`config.mk`:
```
export PLATFORM = sky130hd
export DESIGN_NAME = uart_pixel_packer
export DESIGN_NICKNAME = d
export VERILOG_FILES = /design/src/rtl/uart_pixel_packer.sv
export SDC_FILE = /design/constraint.sdc
export NUM_CORES = 1
export LEC_CHECK = 0
export BUFFER_PORTS_ARGS = -buffer_cell sky130_fd_sc_hd__buf_2
export CORE_MARGIN = 2
export CORE_UTILIZATION = 59
export DETAILED_ROUTE_END_ITERATION = 12
export HOLD_SLACK_MARGIN = 0.1
export PLACE_DENSITY = 0.95
export SLEW_MARGIN = 25
export SYNTH_ARGS = -nofsm -noshare
export SYNTH_HDL_FRONTEND = slang
export SYNTH_SLANG_ARGS = --single-unit
```
`constraint.sdc`:
```
create_clock -name clk -period 3.6 [get_ports clk]
set_input_delay 0.72 -clock clk [delete_from_list [all_inputs] [get_ports clk]]
set_output_delay 0.72 -clock clk [all_outputs]
set_load 0.01 [all_outputs]
```
`src/rtl/uart_pixel_packer.sv`:
```
// uart_pixel_packer
// Turns a UART byte stream into RGB565 pixels. A frame starts with the two
// sync bytes HEADER0/HEADER1. It is followed by FRAME_PIXELS big-endian
// byte pairs. If the line stays idle for too long during a frame, the frame
// is aborted.
//
// Handshake: rx_data_vld is a single-cycle strobe. The block has no ready
// signal and accepts a byte on every cycle where rx_data_vld is high, so
// back-to-back bytes are never dropped. bit16_out_vld, frame_done and
// frame_err are single-cycle pulses. bit16_out holds its last value
// whenever bit16_out_vld is low.
//
// state_dbg exposes the FSM encoding: 0 = HDR0, 1 = HDR1, 2 = RECV.

module uart_pixel_packer #(
    parameter int unsigned FRAME_PIXELS   = 921600,
    parameter int unsigned TIMEOUT_CYCLES = 100000,
    parameter logic [7:0]  HEADER0        = 8'hA5,
    parameter logic [7:0]  HEADER1        = 8'h5A
) (
    input  logic        clk,
    input  logic        rst_n,
    input  logic [7:0]  rx_data,
    input  logic        rx_data_vld,
    output logic [15:0] bit16_out,
    output logic        bit16_out_vld,
    output logic        frame_busy,
    output logic        frame_done,
    output logic        frame_err,
    output logic [19:0] pix_cnt,
    output logic [1:0]  state_dbg
);

    localparam int unsigned TW = $clog2(TIMEOUT_CYCLES) + 1;
    localparam logic [TW-1:0] TO_LAST  = TW'(TIMEOUT_CYCLES - 1);
    localparam logic [TW-1:0] TO_MAX   = {TW{1'b1}};
    localparam logic [19:0]   PIX_LAST = 20'(FRAME_PIXELS - 1);

    typedef enum logic [1:0] {
        HDR0 = 2'd0,
        HDR1 = 2'd1,
        RECV = 2'd2
    } state_t;

    state_t        state;
    logic [TW-1:0] to_cnt;
    logic          byte_phase;
    logic [7:0]    hi_byte;
    logic          timeout_hit;

    // A byte arriving on the timeout cycle wins, so a timeout only fires on an idle cycle.
    assign timeout_hit = (state != HDR0) && !rx_data_vld && (to_cnt == TO_LAST);

    // Debug view of the FSM encoding.
    assign state_dbg = state;

    // Header sync, byte pairing, pixel counting and idle timeout.
    always_ff @(posedge clk or negedge rst_n) begin
        if (!rst_n) begin
            state         <= HDR0;
            to_cnt        <= '0;
            byte_phase    <= 1'b0;
            hi_byte       <= 8'h00;
            bit16_out     <= 16'h0000;
            bit16_out_vld <= 1'b0;
            frame_busy    <= 1'b0;
            frame_done    <= 1'b0;
            frame_err     <= 1'b0;
            pix_cnt       <= 20'd0;
        end else begin
            bit16_out_vld <= 1'b0;
            frame_done    <= 1'b0;
            frame_err     <= 1'b0;
            case (state)
                HDR0: begin
                    to_cnt <= '0;
                    if (rx_data_vld && rx_data == HEADER0) begin
                        state <= HDR1;
                    end
                end
                HDR1: begin
                    if (rx_data_vld) begin
                        to_cnt <= '0;
                        if (rx_data == HEADER1) begin
                            state      <= RECV;
                            frame_busy <= 1'b1;
                            pix_cnt    <= 20'd0;
                            byte_phase <= 1'b0;
                        end else if (rx_data != HEADER0) begin
                            state <= HDR0;
                        end
                    end else if (timeout_hit) begin
                        // An incomplete header is not a frame, so it is dropped without frame_err.
                        state  <= HDR0;
                        to_cnt <= '0;
                    end else if (to_cnt != TO_MAX) begin
                        to_cnt <= to_cnt + 1'b1;
                    end
                end
                RECV: begin
                    if (rx_data_vld) begin
                        to_cnt <= '0;
                        if (!byte_phase) begin
                            // The high byte is parked here so bit16_out does not change until the pixel is complete.
                            hi_byte    <= rx_data;
                            byte_phase <= 1'b1;
                        end else begin
                            bit16_out     <= {hi_byte, rx_data};
                            bit16_out_vld <= 1'b1;
                            byte_phase    <= 1'b0;
                            pix_cnt       <= pix_cnt + 20'd1;
                            if (pix_cnt == PIX_LAST) begin
                                frame_done <= 1'b1;
                                frame_busy <= 1'b0;
                                state      <= HDR0;
                            end
                        end
                    end else if (timeout_hit) begin
                        // Discard any half pixel and keep pix_cnt so the partial frame length stays visible.
                        frame_err  <= 1'b1;
                        frame_busy <= 1'b0;
                        byte_phase <= 1'b0;
                        to_cnt     <= '0;
                        state      <= HDR0;
                    end else if (to_cnt != TO_MAX) begin
                        to_cnt <= to_cnt + 1'b1;
                    end
                end
                default: begin
                    state      <= HDR0;
                    frame_busy <= 1'b0;
                    to_cnt     <= '0;
                end
            endcase
        end
    end

endmodule

```
==> reports/results.ini <==
[floorplanning]
start_util=0.612
die_w_um=79.8
core-area_mm2=0.00554
dieArea_mm2=0.00637
dieHeight_um=79.8
num_rows=27
pin_count=53

[drt]
met1_length_um=3040
top_layer_used=met4
drt-vias-per-instance=5.96
wl_met2_um=3780
wl_um=7440
drt_pass1_iterations=5
routed-wl-met3_um=430
avgRoutedWirePerCell_um=16.2
drc_errors=0
ant_nets=0
first_iter_violations=203
num_vias=2742

[layout]
area.growth.synth_to_final_pct=14.8
nets=400
diodes=0
drive_above_1_share=0.253
n_fill_cell=406
layout.cells.non_filler=460

[synth]
syn_area_mm2=0.00339
synthFlopType=dfrtp_1
syn-instance-count=327
synth_warnings=0
synth_cell_types=42
synth-edff-count=0
synth_seq_cells=69
synth.top_cell.area_share=0.509
yosysTopAreaCell=dfrtp_1
ys_async_sr_fraction=1.00
avgSynthCellArea_um2=10.4
synth.most_common_cell=dfrtp_1
yosys-top-cells-area=dfrtp_1 (51%), mux2_2 (8.3%), xnor2_1 (5.7%)
synth_nets=344
ys_seq_area_frac=0.509
yosys-top-cells-count=dfrtp_1 (69), nor2_1 (36), mux2_2 (25), nand2_1 (24), xnor2_1 (22)

[sta]
slew_headroom=0.361
fin_skew_ns=0.0101
whs_ns=0.382
slew_viol_final=0
fmax_ghz=0.344
setup_viol=0
setup_ws_ns=0.692
tightest_slew_ns=0.955
fin_crit_sh=0.808
finalCriticalPeriod_ns=2.91
fin_tns_setup_ns=0
hold_violations=0
rsz0062_at_grt=no

[worst_setup_path]
crit_top_cell=or4_1
critPathRequiredTime_ns=3.88
cp_max_fo=13
cp-end-kind=flop
max_stage_delay_ns=0.71
path_cells=inv_1, ha_1, o21ai_0, a21o_1, or4_1, or4_1, a21oi_1
critPathKind=flop to flop
cp_slowest_cell=or4_1
cp_num_buf_inv=1
cp_top_family=simple AND/OR/NAND/NOR gates
arrival_ns=3.18
cp-start-kind=flop

[power_and_ir_drop]
finalPower_uw=1600
powerDensity_mw_per_mm2=411
ir_drop_v=0.000301
leakagePower_uw=0.00182

[cts]
clock_path_buffers=2
htreeDepth=3
cts_tree=done
cts_resized=0
cts_sinks=69
cts_made_buffers=9
insertion_delay_ns=0.35
ctsHoldBuffers=0
postCtsSetupBuffers=0
root_buffer=clkbuf_8
clkTransAtPathRegs_ns=0.08

[min_path]
hold_path_class=input pin to asynchronous set/reset pin

[place]
pre_cts_slack_ns=0.662
port_buffers=52
placed_cells=444
gp_congestion=0.961
dp_hpwl_um=5330

[global_route]
antenna_found_initial=0
grt_max_degree=30
first_global_vias=2777
grt_overflow=0
grt_usage=0.266
grt_pass1_wl_um=13100

[run_status]
status=complete, no violations

[job]
max_cap_violations=0

-- where the power goes --
| part | internal, µW | switching [µW] | total (µW) |
|---|---|---|---|
| clock network | 248 | 296 | 544 |
| registers | 796 | 21.0 | 817 |
| logic | 81.2 | 159 | 240 |
| total | 1130 | 476 | 1600 |
-- layout make-up --
class                      count  area (µm²)  share of cell area
clock inverter                 6        40.0              0.0103
clock buffer                  10         128              0.0328
timing repair buffer          56         290              0.0746
inverter                      14        52.6              0.0135
tap                           72        90.1              0.0231
multi-input combinational    233        1570               0.402
sequential                    69        1730               0.443
-- metrics by stage --
step,util,instance area (µm²)
2_1_floorplan,-,3390
3_3_place_gp,0.673,3730
3_5_place_dp,0.673,3730
4_1_cts,0.703,3890
5_1_grt,0.703,3890
6_report,0.703,3890
-- flip-flops by register name, indices dropped and copies added, names as in the netlist --
| signal | cells |
|---|---|
| pix_cnt | 20 |
| state_dbg | 2 |
| frame_done | 1 |
| hi_byte | 8 |
| frame_busy | 1 |
| byte_phase | 1 |
| bit16_out_vld | 1 |
| bit16_out | 16 |
| frame_err | 1 |
| to_cnt | 18 |
-- kinds of logic after synthesis --
group / count (synthesis) / synth area share
multiplexers: 27 / 0.0889
flip-flops: 69 / 0.509
adder cells (fa/ha/maj): 6 / 0.0221
AO/OA/AOI/OAI: 46 / 0.0875
XOR/XNOR: 23 / 0.0594
buffers and inverters: 25 / 0.0288
AND/OR/NAND/NOR: 131 / 0.204
-- cell usage in the layout (no fill, tap or decap), drive strengths merged, types with 5 or more instances in the layout --
cell type | netlist | final
nand2 | 24 | 24
inv | 14 | 14
xnor2 | 22 | 22
or3 | 5 | 5
a21oi | 12 | 12
or4 | 6 | 6
o21ai | 11 | 11
dfrtp | 69 | 69
a2111oi | 5 | 5
mux2 | 25 | 25
nand3 | 17 | 17
nor2 | 36 | 36
a211oi | 8 | 8
nor4 | 15 | 15
clkinv | 0 | 5
ha | 6 | 6
buf | 3 | 56
clkbuf | 8 | 10
-- worst paths after layout --
| check | end | slack (ns) | cells after the start | from |
|---|---|---|---|---|
| setup / recovery | pix_cnt[19] | 0.69 | 7 | state_dbg[0] |
| hold / removal | bit16_out[14] | 0.38 | 1 | rst_n |
| setup reg to reg | pix_cnt[19] | 0.69 | 7 | state_dbg[0] |
| hold reg to reg | bit16_out[2] | 0.51 | 1 | bit16_out[2] |
| max in group asynchronous | to_cnt[11] | 2.47 | 2 | rst_n |
| min in group clk | bit16_out[2] | 0.51 | 1 | bit16_out[2] |
-- per-layer routing --
metal	global-route usage	vias up
met5	0	-
met4	0.124	0
met3	0.0701	24
met2	0.433	97
met1	0.333	1339
li1	-	1282
No activity file was read; power rests on OpenSTA's default activity.
